--- src/rtl/regfile_param_if.sv ---
// Bus bundle for regfile_param: byte-masked write port, packed read ports,
// clear request and status flags.
interface regfile_param_if #(
   parameter int XLEN = 32,
   parameter int NREG = 32,
   parameter int NRD  = 2
);
   localparam int AW = $clog2(NREG);

   logic [XLEN/8-1:0]   we;
   logic [AW-1:0]       wa;
   logic [XLEN-1:0]     wd;
   logic [NRD*AW-1:0]   ra;
   logic [NRD*XLEN-1:0] rd;
   logic                clr_req;
   logic                busy;
   logic                wr_drop;

   modport master (
      output we, wa, wd, ra, clr_req,
      input  rd, busy, wr_drop
   );

   modport slave (
      input  we, wa, wd, ra, clr_req,
      output rd, busy, wr_drop
   );
endinterface

--- src/rtl/regfile_param.sv ---
// Parametrised register file: x0 hardwired to zero, byte-masked write port,
// combinational read ports with optional write-first bypass, sequential clear.
//
// state | meaning
// IDLE  | normal operation, writes commit, reads return entries
// CLEAR | zeroing entry idx each cycle; reads masked to 0, writes dropped
module regfile_param #(
   parameter int XLEN   = 32,
   parameter int NREG   = 32,
   parameter int NRD    = 2,
   parameter int BYPASS = 1
) (
   input  logic           clk,
   input  logic           rst,
   regfile_param_if.slave bus
);
   localparam int AW = $clog2(NREG);
   localparam int NB = XLEN / 8;

   typedef enum logic {IDLE, CLEAR} state_t;

   state_t          state;
   logic [AW-1:0]   idx;
   logic            busy_q;
   logic            wr_drop_q;
   logic [XLEN-1:0] mem [NREG];

   logic wr_any;
   logic wr_en;

   // A write to x0 is a no-op everywhere, so it never counts as dropped.
   assign wr_any = (bus.we != '0) && (bus.wa != '0);
   assign wr_en  = (state == IDLE) && !bus.clr_req && !rst && wr_any;

   always_ff @(posedge clk) begin
      if (rst) begin
         state     <= CLEAR;
         idx       <= AW'(1);
         busy_q    <= 1'b1;
         wr_drop_q <= 1'b0;
      end else begin
         wr_drop_q <= wr_any && ((state == CLEAR) || bus.clr_req);
         case (state)
            IDLE: begin
               if (bus.clr_req) begin
                  state  <= CLEAR;
                  idx    <= AW'(1);
                  busy_q <= 1'b1;
               end
            end
            CLEAR: begin
               if (idx == AW'(NREG - 1)) begin
                  state  <= IDLE;
                  busy_q <= 1'b0;
               end else begin
                  idx <= idx + 1'b1;
               end
            end
            default: begin
               state  <= CLEAR;
               idx    <= AW'(1);
               busy_q <= 1'b1;
            end
         endcase
      end
   end

   // Storage has no reset so it can map onto distributed RAM; entry 0 is never
   // written and never read.
   always_ff @(posedge clk) begin
      if (state == CLEAR && !rst) begin
         mem[idx] <= '0;
      end else if (wr_en) begin
         for (int b = 0; b < NB; b++) begin
            if (bus.we[b]) mem[bus.wa][8*b +: 8] <= bus.wd[8*b +: 8];
         end
      end
   end

   assign bus.busy    = busy_q;
   assign bus.wr_drop = wr_drop_q;

   for (genvar k = 0; k < NRD; k++) begin : g_rd
      logic [AW-1:0]   a;
      logic [XLEN-1:0] stored;
      logic [XLEN-1:0] fwd;
      logic            hit;

      assign a      = bus.ra[k*AW +: AW];
      assign stored = mem[a];
      assign hit    = (BYPASS != 0) && (state == IDLE) && (bus.we != '0) && (bus.wa == a);

      always_comb begin
         fwd = stored;
         for (int b = 0; b < NB; b++) begin
            if (bus.we[b]) fwd[8*b +: 8] = bus.wd[8*b +: 8];
         end
      end

      assign bus.rd[k*XLEN +: XLEN] = (busy_q || a == '0) ? '0 : (hit ? fwd : stored);
   end
endmodule

--- src/flat_wrapper.sv ---
// flat-port wrapper written by rule: the top's interface ports become plain ports
module regfile_param_flat 
#(
   parameter int XLEN   = 32,
   parameter int NREG   = 32,
   parameter int NRD    = 2,
   parameter int BYPASS = 1
)
  (clk, rst, bus_we, bus_wa, bus_wd, bus_ra, bus_clr_req, bus_rd, bus_busy, bus_wr_drop);
  regfile_param_if #(.XLEN(XLEN), .NREG(NREG), .NRD(NRD)) bus_i ();
  input  logic clk;
  input  logic rst;
  input wire logic [$bits(bus_i.we)-1:0] bus_we;
  input wire logic [$bits(bus_i.wa)-1:0] bus_wa;
  input wire logic [$bits(bus_i.wd)-1:0] bus_wd;
  input wire logic [$bits(bus_i.ra)-1:0] bus_ra;
  input wire logic [$bits(bus_i.clr_req)-1:0] bus_clr_req;
  output wire logic [$bits(bus_i.rd)-1:0] bus_rd;
  output wire logic [$bits(bus_i.busy)-1:0] bus_busy;
  output wire logic [$bits(bus_i.wr_drop)-1:0] bus_wr_drop;
  assign bus_i.we = bus_we;
  assign bus_i.wa = bus_wa;
  assign bus_i.wd = bus_wd;
  assign bus_i.ra = bus_ra;
  assign bus_i.clr_req = bus_clr_req;
  assign bus_rd = bus_i.rd;
  assign bus_busy = bus_i.busy;
  assign bus_wr_drop = bus_i.wr_drop;
  regfile_param #(.XLEN(XLEN), .NREG(NREG), .NRD(NRD), .BYPASS(BYPASS)) u_core (.clk(clk), .rst(rst), .bus(bus_i));
endmodule
--- config.mk ---
export PLATFORM = sky130hd
export DESIGN_NAME = regfile_param_flat
export DESIGN_NICKNAME = d
export VERILOG_FILES = /design/src/rtl/regfile_param_if.sv /design/src/rtl/regfile_param.sv /design/src/flat_wrapper.sv
export SDC_FILE = /design/constraint.sdc
export NUM_CORES = 1
export LEC_CHECK = 0
export BUFFER_PORTS_ARGS = -buffer_cell sky130_fd_sc_hd__buf_2
export CAP_MARGIN = 20
export CELL_PAD_IN_SITES_DETAIL_PLACEMENT = 1
export CELL_PAD_IN_SITES_GLOBAL_PLACEMENT = 2
export CORE_UTILIZATION = 43
export DETAILED_ROUTE_END_ITERATION = 16
export PLACE_DENSITY_LB_ADDON = 0.1
export REMOVE_ABC_BUFFERS = 1
export SLEW_MARGIN = 20
export SYNTH_ARGS = -nofsm -noshare
export SYNTH_HDL_FRONTEND = slang
export SYNTH_SLANG_ARGS = --single-unit
export TNS_END_PERCENT = 10
--- constraint.sdc ---
create_clock -name clk -period 2.4 [get_ports clk]
set_input_delay 0.24 -clock clk [delete_from_list [all_inputs] [get_ports clk]]
set_output_delay 0.24 -clock clk [all_outputs]
set_load 0.005 [all_outputs]
==> results of run 1 <==
through the flow:
step	util, %	power (mW)
after global routing	55.0	41.5
after floorplan	-	21.5
after global placement	49.9	23.6
after CTS	54.1	40.7
after detailed placement	49.9	23.7
final	55.0	40.6
cell families after synthesis:
kind of cell             synth area share [%]
AO/OA/AOI/OAI                            8.70
XOR/XNOR                                0.173
adder cells (fa/ha/maj)                0.0495
buffers and inverters                    3.00
flip-flops                               61.1
multiplexers                             22.6
AND/OR/NAND/NOR                          4.32
power by group through the flow:
stage	registers [mW]	clock network (mW)	logic [mW]
floorplan	20.1	0	1.35
CTS	19.8	17.2	3.71
detailed placement	20.1	0	3.52
finish	19.8	17.0	3.84
global route	19.8	17.8	3.99
global placement	20.1	0	3.48
critical path, cell delays in order, from the launching register on:
cell and delay (ns):
dfxtp_2 0.33, buf_6 0.13, or4_4 0.59, buf_6 0.15, nor4_4 0.13, buf_6 0.25
nand2_1 0.10, o211ai_1 0.13, buf_2 0.16
final timing paths:
| path | start | end | slack, ns | depth (start not counted) |
|---|---|---|---|---|
| min | bus_wd[20] | u_core.mem[26][20] | 0.09 | 3 |
| min reg2reg | u_core.idx[3] | u_core.idx[3] | 0.61 | 2 |
| max | u_core.state | bus_rd[41] | -0.56 | 8 |
| max reg2reg | u_core.state | u_core.mem[4][11] | -0.23 | 10 |
cell type report:
cell class,count,area share [%]
sequential,1032,48.3
tap,1524,2.98
antenna,2,0.00782
timing repair buffer,750,11.9
clock buffer,127,4.40
multi-input combinational,1779,31.0
clock inverter,71,1.11
inverter,53,0.311
routing by layer:
metal / share of wire (%) / global-route usage, %
met2: 49 / 51.3
met5: 0.048 / 0
met3: 6.7 / 4.38
met1: 41 / 42.6
met4: 3.0 / 10.4
registers in the layout (all words and copies together) (netlist names):
name,cells
u_core.bus.wr_drop,1
u_core.mem,1024
u_core.state,1
u_core.idx,5
u_core.bus.busy,1
cells in the final DEF, fill, tap and decap left out, types with 25 or more instances in the layout:
master     Yosys  layout
edfxtp_1    1024    1024
buf_4         31     398
mux4_2       338     338
mux2i_1      308     302
buf_12         1     143
clkbuf_16      0     110
buf_2         55     105
nor2_1       172      90
buf_6         19      88
nand2_1      109      76
a21oi_1       83      74
mux2_2        65      63
o211ai_1      62      62
o21ai_0       96      59
a221oi_1      87      55
a221o_1       54      54
inv_1         51      49
nor2_2         1      46
a22oi_1       52      42
nor2_4         0      37
and2_1        41      36
nand2b_1      36      33
o21ai_1       14      32
a221oi_2       0      29
nand2_2        0      26
o21a_1        26      25
repair_timing:
item,in CTS,in global routing
setup buffers,17,15
pin swaps,87,44
endpoints found under the hold margin,3,0
hold buffers,1,0
cloned,0,0
gates resized for setup,282,239
setup endpoints to repair,1088,1023
==> impl_metrics.json, run 1 <==
{
  "rsz0062_at_grt": "yes",
  "start_util_pct": 43.4,
  "synth.top_cell.area_share_pct": 60.8,
  "place_area_mm2": 0.0581,
  "cts_tree": "built",
  "cp.arrival_ns": 2.72,
  "clkSlewWorstSetupHoldPaths_ns": 0.06,
  "worstSetupEndpointType": "primary output",
  "seqPwrFrac_pct": 48.7,
  "nets": 3782,
  "synth_area_leader_cell": "edfxtp_1",
  "die_w_um": 345,
  "core_region_area_mm2": 0.116,
  "crit_fanout": 8,
  "ant_nets": 0,
  "yosysMostFrequentCell": "edfxtp_1",
  "area_delta_synth_final_pct": 26.6,
  "yosys_warnings": 0,
  "tightest_slew_ns": 0.821,
  "grt_use_total_pct": 31.1,
  "die_area_mm2": 0.119,
  "p_leak_nw": 20.7,
  "hpwl_um": 130000,
  "drv_cap": 0,
  "postLayoutCellArea_mm2": 0.0640,
  "grt_pass1_wl_um": 263000,
  "synth_edf_count": 1024,
  "start_kind": "flip-flop",
  "grt_pass1_vias": 36450,
  "synth_area_mm2": 0.0505,
  "holdWs_ns": 0.0923,
  "die_y_um": 345,
  "grt_max_degree": 47,
  "syn_inst": 3112,
  "clock_path_buffers": 3,
  "yosys-top-cells-count": "edfxtp_1 (1024), mux4_2 (338), mux2i_1 (308)",
  "route.detailed.drc": 0,
  "vdd.ir_drop.worst_v": 0.000621,
  "p_int_mw": 31.0,
  "fmax_ghz": 0.338,
  "regArea_mm2": 0.0309,
  "multiInputGateArea_mm2": 0.0198,
  "finalMaxSlewViolations": 0,
  "status": "complete, but fails checks",
  "avgRoutedWirePerCell_um": 34.7,
  "rows": 125,
  "hold_viol": 0,
  "first_pass_iters": 6,
  "nFillCells": 10736,
  "violations": "setup timing",
  "routed_wl_um": 185000,
  "synth_cell_types": 72,
  "hp-class": "primary input to flip-flop",
  "drive_gt1_share_pct": 42.2,
  "root_buffer": "clkbuf_16",
  "synthArstFlopShare_pct": 0,
  "yosysSeqAreaShare_pct": 61.1,
  "clkLatencyLatePin_ns": 0.73,
  "p_sw_mw": 9.61,
  "clkSinkCount": 1032,
  "ios": 120,
  "synthTopCellsByArea": "edfxtp_1 (61%), mux4_2 (15%), mux2i_1 (6.1%), a221oi_1 (1.5%), mux2_2 (1.4%)",
  "syn_avg_cell_area_um2": 16.2,
  "vias": 34403,
  "cts-htree-levels": 3,
  "relSlewSlack_pct": 45.1,
  "gp_congestion": 0.891,
  "cellPowerDensity_mw_per_mm2": 634,
  "finalSetupViolCount": 782,
  "layout_setup_ws_ns": -0.559,
  "power_frac_clock_pct": 41.8,
  "layout_min_cycle_time_ns": 2.96,
  "synth_flop_cell": "edfxtp_1",
  "cts_made_buffers": 110,
  "io_buffers": 119,
  "grt_overflow": 0,
  "skew_ns": 0.0271,
  "critPathRequiredTime_ns": 2.16,
  "detail_route.vias_per_cell": 6.44,
  "period_share_pct": 123,
  "antenna_found_initial": 9,
  "critPathKind": "flip-flop to primary output",
  "synth_seq_cells": 1032,
  "finalSetupTns_ns": -68.92,
  "drtIter0Drc": 3538,
  "power_switching_share_pct": 23.7,
  "power_frac_comb_pct": 9.5,
  "finalNonFillerCells": 5338,
  "pre_cts_ws_ns": -0.760,
  "dp_cells": 5116
}
Power figures use the tool's default switching activity.
==> inputs of run 2 (changes only) <==
--- a/config.mk
+++ b/config.mk
@@ -5,11 +5,12 @@
 export SDC_FILE = /design/constraint.sdc
 export NUM_CORES = 1
 export LEC_CHECK = 0
+export ABC_AREA = 1
 export BUFFER_PORTS_ARGS = -buffer_cell sky130_fd_sc_hd__buf_2
 export CAP_MARGIN = 20
 export CELL_PAD_IN_SITES_DETAIL_PLACEMENT = 1
 export CELL_PAD_IN_SITES_GLOBAL_PLACEMENT = 2
-export CORE_UTILIZATION = 43
+export CORE_UTILIZATION = 36
 export DETAILED_ROUTE_END_ITERATION = 16
 export PLACE_DENSITY_LB_ADDON = 0.1
 export REMOVE_ABC_BUFFERS = 1
==> run 2 against run 1 <==
Net effect: the flow still finishes with violations (setup timing); critical endpoint is now bus_rd[38]; clock-buffer cell count increased by 7; area after synthesis up 10%; highest routed layer unchanged; first-iteration DRC count is 11% higher.
==> impl_metrics.json, run 2 <==
{
  "cts_tree": "built",
  "synth_flop_cell": "edfxtp_1",
  "yosys_warnings": 0,
  "nets": 7044,
  "first_pass_iters": 5,
  "clock_path_buffers": 3,
  "critPathKind": "flip-flop to primary output",
  "routed_wl_um": 237000,
  "finalMaxSlewViolations": 0,
  "dr_wl_met3_um": 11600,
  "fmax_ghz": 0.389,
  "synthTopCellsByArea": "edfxtp_1 (55%), nand2_1 (15%), nand3_1 (9.2%), inv_1 (4.0%), a21oi_1 (3.0%)",
  "die_area_mm2": 0.156,
  "violations": "setup timing",
  "status": "complete, but fails checks",
  "grt_overflow": 0,
  "cts_made_buffers": 117,
  "root_buffer": "clkbuf_16",
  "dp_cells": 8897,
  "drv_cap": 0,
  "grt_use_total_pct": 29.8,
  "yosysMostFrequentCell": "nand2_1",
  "core_region_area_mm2": 0.154,
  "synth.top_cell.area_share_pct": 55.2,
  "hold_depth": 4,
  "regArea_mm2": 0.0309,
  "worstSetupEndpointType": "primary output",
  "hold_viol": 0,
  "start_util_pct": 36.2,
  "layout_setup_ws_ns": -0.169,
  "synth_cell_types": 32,
  "yosysSeqAreaShare_pct": 55.5,
  "cellPowerDensity_mw_per_mm2": 627,
  "finalSetupViolCount": 62,
  "critPathRequiredTime_ns": 2.16,
  "yosys-top-cells-count": "nand2_1 (2241), edfxtp_1 (1024), nand3_1 (1019)",
  "synth_seq_cells": 1032,
  "holdWs_ns": 0.0726,
  "multiInputGateArea_mm2": 0.0221,
  "route.detailed.drc": 0,
  "relSlewSlack_pct": 40.8,
  "dr_wl_met2_um": 111000,
  "die_w_um": 395,
  "largest_reg_flops": 1024,
  "layout_common_cells": "nand2_1 (2184), edfxtp_1 (1024), nand3_1 (890), inv_1 (580), buf_4 (386)",
  "drive_gt1_share_pct": 19.3,
  "finalNonFillerCells": 9124,
  "largest_register": "u_core.mem",
  "vdd.ir_drop.worst_v": 0.000574,
  "area_delta_synth_final_pct": 24.7,
  "drt-met1-wl_um": 105000,
  "hpwl_um": 161000,
  "layout_min_cycle_time_ns": 2.57,
  "tightest_slew_ns": 0.888,
  "drtIter0Drc": 3917,
  "clkSinkCount": 1032,
  "synth_fa_ha_area_share_pct": 0.0449,
  "vias": 49655,
  "r2r_cells": 8,
  "synth_edf_count": 1024,
  "period_share_pct": 107,
  "crit_fanout": 7,
  "path_cells": "inv_2 > nand2_4 > nor2_4 > buf_6 > and2_4 > buf_12 > buf_12 > nand2_2 > a21oi_2 > buf_2",
  "cts-htree-levels": 3,
  "p_leak_nw": 29.3,
  "syn_inst": 6632,
  "synth_area_leader_cell": "edfxtp_1",
  "grt_max_degree": 77,
  "hp-class": "primary input to flip-flop",
  "muxShareOfSynthArea_pct": 0,
  "grt_pass1_wl_um": 344000,
  "synth-compound-area-share_pct": 7.04,
  "syn_avg_cell_area_um2": 8.40,
  "skew_ns": 0.0265,
  "gp_congestion": 0.868,
  "top_layer_used": "met5",
  "cpPeakStageDelay_ns": 0.34,
  "ios": 120,
  "cp.arrival_ns": 2.33,
  "start_kind": "flip-flop",
  "synthSimpleGateAreaFrac_pct": 29.6,
  "largestRegisters": "u_core.mem x1024, u_core.idx x5",
  "crit_slowest_cell": "dfxtp_2",
  "io_buffers": 119,
  "synthArstFlopShare_pct": 0,
  "antenna_found_initial": 5,
  "synth_xor_xnor_area_share_pct": 0.0943,
  "final_common_cell": "nand2_1",
  "rows": 144,
  "avgRoutedWirePerCell_um": 25.9,
  "detail_route.vias_per_cell": 5.44,
  "clkLatencyLatePin_ns": 0.73,
  "rsz0062_at_grt": "yes",
  "grt_pass1_vias": 50265,
  "critical_path.most_common_cell": "buf_12",
  "nFillCells": 17671,
  "ant_nets": 0,
  "clkSlewWorstSetupHoldPaths_ns": 0.06,
  "synth_top_family_by_area": "simple AND/OR/NAND/NOR gates",
  "diodes": 0,
  "die_y_um": 395,
  "synth_area_mm2": 0.0557
}
[run 2: routing by layer]
metal | GRT usage [%] | vias to the layer above
met1 | 40.9 | 25085
met3 | 3.09 | 326
li1 | - | 22858
met5 | 0 | -
met4 | 10.3 | 4
met2 | 49.0 | 1382
[run 2: critical path: cells and delay by family (launching register included)]
family	cells	cell delay (ns)
AOI/OAI and AO/OA	1	0.15
and+or+nand+nor	4	0.40
DFF	1	0.34
buffers and inverters	5	0.68
[run 2: cell families after synthesis]
family / after synthesis
simple gates: 3830
flops: 1032
compound gates: 685
fa+ha+maj: 2
xor+xnor: 6
buf+inv: 1077
[run 2: cell type report]
type / instances / share of cell area [%]
clock inverters: 77 / 1.22
repair buffers: 719 / 11.2
flip-flops and latches: 1032 / 44.5
well taps: 2044 / 3.68
clock buffers: 134 / 4.37
multi-input cells: 4523 / 31.8
inverters: 595 / 3.26
[run 2: path summary, 6_finish.rpt]
check / slack, ns / end / from
setup reg to reg: 0.01 / u_core.mem[31][20] / u_core.state
hold reg to reg: 0.52 / u_core.idx[3] / u_core.idx[3]
setup / recovery: -0.17 / bus_rd[38] / u_core.state
hold / removal: 0.07 / u_core.mem[23][2] / bus_wd[2]
[run 2: timing repair]
| action | in CTS | in global routing |
|---|---|---|
| gates cloned | 1 | 1 |
| hold buffers | 5 | 0 |
| endpoints found under the setup margin | 139 | 808 |
| pin swaps | 42 | 61 |
| setup buffers | 2 | 7 |
| resized for setup | 151 | 202 |
| endpoints found under the hold margin | 25 | 0 |
[run 2: metrics by stage]
step | instance area [µm²] | power (mW) | TNS, ns | worst slack (ns) | util [%]
after floorplan | 53600 | 22.3 | -1817.66 | -5.13 | -
after global placement | 63800 | 25.2 | -38.87 | -0.284 | 41.5
after detailed placement | 63800 | 25.2 | -109.35 | -0.274 | 41.5
after CTS | 68500 | 43.7 | -9.30 | -0.192 | 44.5
after global routing | 69500 | 44.8 | -59.13 | -0.229 | 45.2
final | 69500 | 43.6 | -4.57 | -0.169 | 45.2
[run 2: where the power goes]
group | leakage (nW) | switching [mW] | internal [mW]
clock network | 1.88 | 7.63 | 10.8
logic | 16.3 | 3.64 | 1.74
registers | 11.1 | 0.0593 | 19.7
